**src/rtl/paddle_ctrl_pkg.sv**
```systemverilog
// rtl/paddle_ctrl_pkg.sv - shared mode encoding, position limits and saturating helpers for paddle_ctrl
package paddle_ctrl_pkg;

  typedef enum logic [1:0] {
    MODE_DIGITAL = 2'b00,
    MODE_ANALOG  = 2'b01,
    MODE_SPINNER = 2'b10,
    MODE_HOLD    = 2'b11
  } mode_e;

  localparam logic [7:0] POS_RESET = 8'd128;
  localparam logic [7:0] POS_MIN   = 8'd0;
  localparam logic [7:0] POS_MAX   = 8'd255;

  localparam logic signed [7:0] DELTA_MAX = 8'sd127;
  localparam logic signed [7:0] DELTA_MIN = -8'sd127;

  // Synced _v256 must stay high this many cycles before another fall may tick,
  // so a glitchy flag cannot produce two updates in one frame.
  localparam int REARM_CYCLES = 64;

  function automatic logic [7:0] sat_pos(input logic [7:0] pos, input logic signed [9:0] inc);
    logic signed [9:0] sum;
    sum = $signed({2'b00, pos}) + inc;
    if (sum < $signed({2'b00, POS_MIN})) begin
      return POS_MIN;
    end else if (sum > $signed({2'b00, POS_MAX})) begin
      return POS_MAX;
    end else begin
      return sum[7:0];
    end
  endfunction

  function automatic logic signed [7:0] sat_delta(input logic signed [7:0] d, input logic inc);
    if (inc) begin
      return (d == DELTA_MAX) ? d : d + 8'sd1;
    end else begin
      return (d == DELTA_MIN) ? d : d - 8'sd1;
    end
  endfunction

endpackage

```
**src/rtl/paddle_ctrl_quad_decoder.sv**
```systemverilog
// rtl/paddle_ctrl_quad_decoder.sv - quadrature decoder, one step pulse per legal Gray transition
module quad_decoder
  import paddle_ctrl_pkg::*;
(
  input  logic clk,
  input  logic reset,
  input  logic a,
  input  logic b,
  output logic step,
  output logic dir
);

  logic [1:0] ab_q;
  logic [1:0] ab_d;
  logic [1:0] ab_chg;

  always_comb begin
    ab_d   = {a, b};
    ab_chg = ab_d ^ ab_q;
    step   = 1'b0;
    dir    = 1'b0;
    // A double change is ignored; ab_q still takes the new value so decoding resyncs.
    if (ab_chg == 2'b01 || ab_chg == 2'b10) begin
      step = 1'b1;
      dir  = ab_q[0] ^ a;
    end
  end

  always_ff @(posedge clk) begin
    if (reset) begin
      ab_q <= 2'b00;
    end else begin
      ab_q <= ab_d;
    end
  end

endmodule

```
**src/rtl/paddle_ctrl.sv**
```systemverilog
// rtl/paddle_ctrl.sv - per-player paddle position front end, updated once per frame at vblank start
module paddle_ctrl
  import paddle_ctrl_pkg::*;
#(
  parameter int SYNC_STAGES  = 2,
  parameter int SPEED_MIN    = 1,
  parameter int SPEED_MAX    = 6,
  parameter int ACCEL_FRAMES = 4,
  parameter int SPIN_SHIFT   = 1
) (
  input  logic       clk,
  input  logic       reset,
  input  logic [1:0] mode,
  input  logic       _v256,
  input  logic       btn_up,
  input  logic       btn_down,
  input  logic [7:0] analog_y,
  input  logic       spin_a,
  input  logic       spin_b,
  output logic [7:0] paddle_vpos,
  output logic       frame_tick
);

  logic [SYNC_STAGES-1:0][4:0] sync_q, sync_d;
  logic v256_s, up_s, down_s, a_s, b_s;

  logic        v256_prev_q, v256_prev_d;
  logic        armed_q, armed_d;
  logic [7:0]  rearm_q, rearm_d;
  logic        frame_tick_q, frame_tick_d;
  mode_e       mode_q, mode_d;
  logic [7:0]  pos_q, pos_d;
  logic [7:0]  speed_q, speed_d;
  logic [7:0]  hold_q, hold_d;
  logic        last_down_q, last_down_d;
  logic signed [7:0] delta_q, delta_d;

  logic        q_step, q_dir;
  logic        fall;
  mode_e       mode_in, acc_mode;
  logic        mode_chg;
  logic        fresh;
  logic [7:0]  step_spd;
  logic [7:0]  hold_nxt;
  logic signed [7:0] delta_base;
  logic signed [7:0] delta_cur;
  logic signed [9:0] inc;

  assign {v256_s, up_s, down_s, a_s, b_s} = sync_q[SYNC_STAGES-1];

  quad_decoder u_quad (
    .clk   (clk),
    .reset (reset),
    .a     (a_s),
    .b     (b_s),
    .step  (q_step),
    .dir   (q_dir)
  );

  always_comb begin
    sync_d      = {sync_q[SYNC_STAGES-2:0], {_v256, btn_up, btn_down, spin_a, spin_b}};
    v256_prev_d = v256_s;

    fall         = armed_q & v256_prev_q & ~v256_s;
    frame_tick_d = fall;
    rearm_d      = v256_s ? ((rearm_q == 8'(REARM_CYCLES)) ? rearm_q : rearm_q + 8'd1) : 8'd0;
    armed_d      = armed_q;
    if (fall) begin
      armed_d = 1'b0;
    end else if (rearm_q == 8'(REARM_CYCLES)) begin
      armed_d = 1'b1;
    end

    mode_in     = mode_e'(mode);
    mode_chg    = (mode_in != mode_q);
    mode_d      = mode_q;
    pos_d       = pos_q;
    speed_d     = speed_q;
    hold_d      = hold_q;
    last_down_d = last_down_q;
    fresh       = 1'b0;
    step_spd    = speed_q;
    hold_nxt    = hold_q;
    inc         = '0;
    delta_cur   = (frame_tick_q && mode_chg) ? 8'sd0 : delta_q;

    if (frame_tick_q) begin
      mode_d  = mode_in;
      speed_d = 8'(SPEED_MIN);
      hold_d  = 8'd0;
      case (mode_in)
        MODE_DIGITAL: begin
          if (up_s ^ down_s) begin
            // Starting, reversing or entering the mode all restart the ramp at SPEED_MIN.
            fresh    = mode_chg || (down_s != last_down_q);
            step_spd = fresh ? 8'(SPEED_MIN) : speed_q;
            hold_nxt = (fresh ? 8'd0 : hold_q) + 8'd1;
            inc      = down_s ? $signed({2'b00, step_spd}) : -$signed({2'b00, step_spd});
            pos_d    = sat_pos(pos_q, inc);
            last_down_d = down_s;
            if (hold_nxt == 8'(ACCEL_FRAMES)) begin
              speed_d = (step_spd >= 8'(SPEED_MAX)) ? 8'(SPEED_MAX) : step_spd + 8'd1;
              hold_d  = 8'd0;
            end else begin
              speed_d = step_spd;
              hold_d  = hold_nxt;
            end
          end
        end
        MODE_ANALOG: begin
          pos_d = {~analog_y[7], analog_y[6:0]};
        end
        MODE_SPINNER: begin
          inc   = $signed({{2{delta_cur[7]}}, delta_cur}) <<< SPIN_SHIFT;
          pos_d = sat_pos(pos_q, inc);
        end
        default: begin
        end
      endcase
    end

    // On the tick cycle the accumulator restarts from zero, so a concurrent step
    // belongs to the frame that is just beginning.
    acc_mode   = frame_tick_q ? mode_in : mode_q;
    delta_base = frame_tick_q ? 8'sd0 : delta_q;
    if (acc_mode == MODE_SPINNER) begin
      delta_d = q_step ? sat_delta(delta_base, q_dir) : delta_base;
    end else begin
      delta_d = 8'sd0;
    end
  end

  always_ff @(posedge clk) begin
    if (reset) begin
      sync_q       <= {SYNC_STAGES{5'b1_0000}};
      v256_prev_q  <= 1'b1;
      armed_q      <= 1'b1;
      rearm_q      <= 8'd0;
      frame_tick_q <= 1'b0;
      mode_q       <= MODE_HOLD;
      pos_q        <= POS_RESET;
      speed_q      <= 8'(SPEED_MIN);
      hold_q       <= 8'd0;
      last_down_q  <= 1'b0;
      delta_q      <= 8'sd0;
    end else begin
      sync_q       <= sync_d;
      v256_prev_q  <= v256_prev_d;
      armed_q      <= armed_d;
      rearm_q      <= rearm_d;
      frame_tick_q <= frame_tick_d;
      mode_q       <= mode_d;
      pos_q        <= pos_d;
      speed_q      <= speed_d;
      hold_q       <= hold_d;
      last_down_q  <= last_down_d;
      delta_q      <= delta_d;
    end
  end

  assign paddle_vpos = pos_q;
  assign frame_tick  = frame_tick_q;

endmodule

```
**config.mk**
```make
export PLATFORM = sky130hd
export DESIGN_NAME = paddle_ctrl
export DESIGN_NICKNAME = d
export VERILOG_FILES = /design/src/rtl/paddle_ctrl_pkg.sv /design/src/rtl/paddle_ctrl_quad_decoder.sv /design/src/rtl/paddle_ctrl.sv
export SDC_FILE = /design/constraint.sdc
export NUM_CORES = 1
export LEC_CHECK = 0
export ABC_CLOCK_PERIOD_IN_PS = 6000
export BUFFER_PORTS_ARGS = -buffer_cell sky130_fd_sc_hd__buf_2
export CORE_ASPECT_RATIO = 1.25
export CORE_MARGIN = 5
export CORE_UTILIZATION = 45
export CTS_CLUSTER_SIZE = 24
export DETAILED_ROUTE_END_ITERATION = 8
export SLEW_MARGIN = 20
export SYNTH_ARGS = -nofsm -noshare
export SYNTH_HDL_FRONTEND = slang
export SYNTH_SLANG_ARGS = --single-unit
```
**constraint.sdc**
```tcl
create_clock -name clk -period 6 [get_ports clk]
set_clock_uncertainty 0.05 [all_clocks]
set_input_delay 0.6 -clock clk [delete_from_list [all_inputs] [get_ports clk]]
set_output_delay 0.6 -clock clk [all_outputs]
set_load 0.01 [all_outputs]
```
## Word level (Yosys, flattened, before mapping)

Index checks and enable logic that the tools add are counted.

- $add $sub $neg: 8
- Magnitude comparators: 5
- Eq/ne operators: 12
- Muxes and demuxes: 27
- Bitwise gates (word level): 8
- Reductions and logical operators: 10

Operators by type and width:

| kind | number |
|---|---|
| $mux W8 | 20 |
| $add A8 B1 Y8 const B | 3 |
| $pmux W8 S3 | 1 |
| $gt A10 B9 Y1 const B | 2 |
| $lt A10 B1 Y1 const B | 2 |
| $eq A8 B8 Y1 const B | 2 |
| $add A9 B10 Y10 | 1 |
| $add A9 B9 Y10 | 1 |
| $mux W10 | 1 |
| $neg A8 Y10 | 1 |
| $add A8 B2 Y8 const B | 1 |
| $eq A8 B3 Y1 const B | 1 |
| $eq A8 B7 Y1 const B | 1 |
| $ge A8 B3 Y1 const B | 1 |
| $sub A8 B2 Y8 const B | 1 |
| $eq A2 B2 Y1 const B | 3 |
| $reduce_and A3 Y1 | 2 |
| $eq A2 B1 Y1 const B | 2 |
| $mux W1 | 4 |
| $reduce_or A2 Y1 | 2 |
| $not A1 Y1 | 3 |
| $reduce_bool A3 Y1 | 1 |
| $and A1 B1 Y1 | 2 |
| $logic_not A2 Y1 | 1 |
| other kinds (9) | 11 |

- Flip-flop bits (word level): 58
- Input bits: 17
- Output and inout port bits: 9
- Word-level logic and storage cells: 83

## Logic depth before layout (Yosys ltp)

- Depth in word-level cells: 11
- Mapped depth: 16
- Mapped depth without buffers: 16

## Cells and area by module

Synthesis repeated with hierarchy kept, for this count alone.

- Cells, all modules: 534
- Area total of the unflattened synthesis: 4164.0 um2

By module, submodules not included:

| module | instances | cells an instance | area an instance (um2) | seq. area each (um2) |
|---|---|---|---|---|
| paddle_ctrl | 1 | 526 | 4081.4 | 1121.1 |
| quad_decoder | 1 | 8 | 82.6 | 40.0 |

## Least setup slack after synthesis

No wires, ideal clock.

- Path kind: input -> register
- Start: input mode[1]
- End: register pos_q[3] (netlist: paddle_vpos[3])
- Setup time: 0.103 ns
- Arrival: 3.801 ns
- Data required time: 5.847 ns
- Setup slack: 2.046 ns
- Stages: 14
- Cell sequence: xor2_1 > nor3_1 > clkbuf_1 > nand2_1 > inv_1 > ha_1 > mux2_2 > fa_1 > a21o_1 > a21oi_1 > o21ai_1 > xnor2_4 > o22ai_1 > a2111oi_2

- Longest elaborated chain between the ends: 11
- Elaborated cells between the ends (all ways): 25
- Those cells by class: 3 x add/sub; 4 x order compare; 4 x eq/ne; 9 x mux; 5 x reduce/logical

Ends and longest elaborated chain:

| item | RTL line | source |
|---|---|---|
| start, declared | paddle_ctrl.sv:13 | `input logic [1:0] mode,` |
| $ne A2 B2 Y1 | paddle_ctrl.sv:75 | `mode_chg = (mode_in != mode_q);` |
| $logic_or A1 B1 Y1 | paddle_ctrl.sv:95 | `fresh = mode_chg \|\| (down_s != last_down_q);` |
| $mux W8 | paddle_ctrl.sv:96 | `step_spd = fresh ? 8'(SPEED_MIN) : speed_q;` |
| $neg A8 Y10 | paddle_ctrl.sv:98 | `inc = down_s ? $signed({2'b00, step_spd}) : -$signed({2'b00, step_spd});` |
| $mux W10 | paddle_ctrl.sv:98 |  |
| $add A9 B10 Y10 | paddle_ctrl_pkg.sv:24 | `sum = $signed({2'b00, pos}) + inc;` |
| $gt A10 B9 Y1 | paddle_ctrl_pkg.sv:27 | `end else if (sum > $signed({2'b00, POS_MAX})) begin` |
| $mux W8 | paddle_ctrl_pkg.sv:27 |  |
| $mux W8 | paddle_ctrl_pkg.sv:25 | `if (sum < $signed({2'b00, POS_MIN})) begin` |
| $mux W8 | paddle_ctrl.sv:93 | `if (up_s ^ down_s) begin` |
| $pmux W8 S3 | paddle_ctrl.sv:91 | `case (mode_in)` |
| end signal, assigned | paddle_ctrl.sv:153 | `pos_q <= pos_d;` |
| end, declared | paddle_ctrl.sv:32 | `logic [7:0] pos_q, pos_d;` |

Several ways; a longest one is shown, not always the timed one. The select of a mux whose other input is x is not followed.
A chain may end at the register's enable or synchronous reset.

## Final worst setup path

- Start: register sync_q (netlist bit down_s)
- End: register pos_q[2] (netlist: paddle_vpos[2])

- Longest elaborated chain between the ends: 11
- Elaborated cells between the ends (all ways): 15
- Those cells by class: 2 x add/sub; 2 x order compare; 2 x eq/ne; 6 x mux; 1 x bitwise; 2 x reduce/logical

Ends and longest elaborated chain:

| item | RTL line | source |
|---|---|---|
| start, declared | paddle_ctrl.sv:24 | `logic [SYNC_STAGES-1:0][4:0] sync_q, sync_d;` |
| start signal, assigned | paddle_ctrl.sv:135 | `sync_q <= {SYNC_STAGES{5'b1_0000}};` |
| start signal, assigned | paddle_ctrl.sv:147 | `sync_q <= sync_d;` |
| $ne A1 B1 Y1 | paddle_ctrl.sv:95 |  |
| $logic_or A1 B1 Y1 | paddle_ctrl.sv:95 |  |
| $mux W8 | paddle_ctrl.sv:96 |  |
| $neg A8 Y10 | paddle_ctrl.sv:98 |  |
| $mux W10 | paddle_ctrl.sv:98 |  |
| $add A9 B10 Y10 | paddle_ctrl_pkg.sv:24 |  |
| $gt A10 B9 Y1 | paddle_ctrl_pkg.sv:27 |  |
| $mux W8 | paddle_ctrl_pkg.sv:27 |  |
| $mux W8 | paddle_ctrl_pkg.sv:25 |  |
| $mux W8 | paddle_ctrl.sv:93 |  |
| $pmux W8 S3 | paddle_ctrl.sv:91 |  |

Several ways; a longest one is shown, not always the timed one. The select of a mux whose other input is x is not followed.

==> results.yml <==
status:
  status: "finished, final reports clean"
floorplanning:
  fp.dieArea_mm2: 0.0108
  io_pins: 26
  core_area_mm2: 0.00865
  die_x_um: 93.9
  die_height_um: 115
  start_util_pct: 45.7
  num_rows: 38
critical_path:
  crit_required_ps: 6200
  slowest_stage: "o21ai_0"
  criticalPathCategory: "reg2reg"
  slowest_delay_ps: 360
  arrival_ps: 4250
  path_cells: "buf_4 -> xor2_1 -> nor3_1 -> buf_4 -> nand2b_1 -> inv_1 -> ha_1 -> nor2_1 -> o31ai_1 -> a31oi_1 -> ha_1 -> o211ai_1 -> o21ai_0 -> o21ba_2 -> a211oi_1 -> nor3_2 -> o21ai_0 -> a311oi_1"
  end_kind: "flop"
  cp_max_fo: 22
  crit_path_start_kind: "flop"
global_routing:
  track_usage_pct: 18.8
  first_global_vias: 3466
  grt_max_degree: 39
  grt_overflow: 0
  antenna_found_initial: 0
  grt_pass1_wl_um: 16200
placed_design:
  port_buffers: 25
  dpl.cell_count: 628
  dp_hpwl_um: 7170
  place.gp.congestion: 0.937
pwr:
  leakage_nw: 1.76
  netSwitchingPower_uw: 251
  comb_power_share_pct: 12.3
  seq_power_share_pct: 41.2
  intPower_uw: 723
  ir_worst_vdd_mv: 0.128
  power.density_mw_per_mm2: 220
  power_switching_share_pct: 25.8
  p_clk_share_pct: 46.4
route:
  vias: 3578
  wl_um: 9360
  drc: 0
  detail-route-antenna-nets: 0
  drt-initial-drc-count: 171
  vias_per_cell: 5.56
  drtPass1Iterations: 4
  wire_per_inst_um: 14.5
clock_tree:
  cts_max_level: 3
  cts_tree: "built"
  clk_pin_slew_ps: 70
  cts_hold_buf: 0
  clk_latency_ps: 350
  numCtsBuffers: 9
  cts_resized: 0
  cts_setup_buffers: 0
  cts_root_buf: "clkbuf_8"
  cts.path.max_buffers: 2
  cts_sinks: 58
timing:
  slew_viol_final: 0
  period_share_pct: 67.5
  rsz0062_at_grt: "false"
  finalSetupViolCount: 0
  period_needed_ps: 4050
  hold_violations: 0
  tightest_slew_ps: 885
  max_slew_margin_pct: 40.9
  setup_tns_ps: 0
  fin_hold_ws_ps: 360
  fmax_mhz: 247
cells_and_area:
  fillers: 877
  nNetsFinal: 567
  multi_input_comb_area_mm2: 0.00267
  final_cells: 644
  drive_gt1_share_pct: 12.6
  areaGrowthSynthToFinish_pct: 12.2
  n_antenna_cell: 0
  final-seq-area_mm2: 0.00116
synth:
  synthTopCellsByArea: "dfxtp_1 29%, ha_1 9.2%, nor2_1 6.0%"
  synth_ff_type: "dfxtp_1"
  synth_seq_cells: 58
  async_flop_share_pct: 0
  synth_cells: 496
  syn-num-nets: 544
  yosys.cell_count.top_type: "nor2_1"
  yosysTopAreaCellShare_pct: 29.4
  avgSynthCellArea_um2: 7.97
  ys_warn_count: 0
  ys_types: 64
  synth_top_cell_by_area: "dfxtp_1"
  syn_area_mm2: 0.00396
  ys_seq_area_share_pct: 29.4
  synth-edff-count: 0
  synthTopCellsByCount: "63 x nor2_1, 58 x dfxtp_1, 35 x a21oi_1"
min_path:
  hold_class: "reg2reg"
run:
  maxCapViolCount: 0
==> power groups by stage <==
| stage | Sequential (mW) | Clock (mW) | Combinational, mW |
|---|---|---|---|
| finish | 0.402 | 0.452 | 0.120 |
| global route | 0.403 | 0.482 | 0.135 |
| CTS | 0.402 | 0.463 | 0.121 |
| detailed placement | 0.411 | 0 | 0.120 |
| global placement | 0.411 | 0 | 0.119 |
| floorplan | 0.408 | 0 | 0.0912 |
==> per-stage QoR <==
step	area [µm²]	utilization (%)	power, mW	worst slack [ps]
4_1_cts	4440	51.3	0.986	1950
6_report	4440	51.3	0.974	1950
2_1_floorplan	3960	-	0.499	2050
3_5_place_dp	4190	48.4	0.531	1630
3_3_place_gp	4190	48.4	0.529	1810
5_1_grt	4440	51.3	1.02	1530
==> cell usage in the layout, fill, tap and decap left out, types with 3 or more instances in the layout <==
cell and instances:
a21o_1 3, ha_1 29, a21oi_1 35, clkbuf_8 9, and2_1 20, xnor2_1 10
nor3_1 18, and3_1 9, or3_1 6, nand2b_1 9, nor2b_1 17, o31ai_1 4
o211ai_1 3, dfxtp_1 58, o22ai_1 10, nand3_1 17, o21ai_0 29, a31oi_1 3
nor2_1 63, a311oi_1 8, a211oi_1 9, bufinv_16 3, clkinv_4 3, inv_1 17
or2_2 4, o21a_1 5, xor2_1 16, nand2_1 31, buf_2 25
==> worst max-delay path: cells and delay by family, from the launching register on <==
family / cells / cell delay [ps]
AOI/OAI and AO/OA: 8 / 1530
DFF: 1 / 310
and+or+nand+nor: 4 / 710
buffers and inverters: 3 / 590
adders and majority gates: 2 / 640
xor gates and xnor gates: 1 / 110
==> metal layers <==
metal	track usage, %	part of all wire [%]	vias to the layer above
li1	-	-	1827
met1	22.8	45	1646
met2	30.7	47	78
met3	4.25	3.7	27
met4	10.4	4.0	0
met5	0	0	-
==> logic make-up (layout without fill, tap and decap cells) <==
group	count (synthesis)	count (layout)	synth area share [%]
fa+ha+maj	31	31	10.2
flops	58	58	29.4
xor+xnor	28	28	6.86
mux	3	3	0.791
simple gates	208	208	26.7
buf+inv	33	61	3.13
compound gates	135	135	23.0
==> area by class of cell <==
class                   count  area share [%]
repair buffers             27            3.16
well taps                 120            3.38
clock inverters             7            2.82
multi-input cells         405            60.2
inverters                  18            1.52
flip-flops and latches     58            26.2
clock buffers               9            2.79
==> state kept, by name (all words and copies together), names as in the netlist <==
name / flops
u_quad.ab_q: 2
hold_q: 8
rearm_q: 8
last_down_q: 1
down_s: 1
mode_q: 2
a_s: 1
delta_q: 8
frame_tick: 1
paddle_vpos: 8
sync_d: 5
sync_q: 2
b_s: 1
speed_q: 8
v256_prev_q: 1
armed_q: 1
==> final timing paths <==
kind,startpoint,to,slack [ps],cells after the start
worst max-delay path,down_s,paddle_vpos[2],1950,18
worst min-delay path,sync_d[9],sync_q[9],360,1
worst max register to register,down_s,paddle_vpos[2],1950,18
worst min register to register,sync_d[9],sync_q[9],360,1
Note: power is estimated with default switching activity, not from simulation.
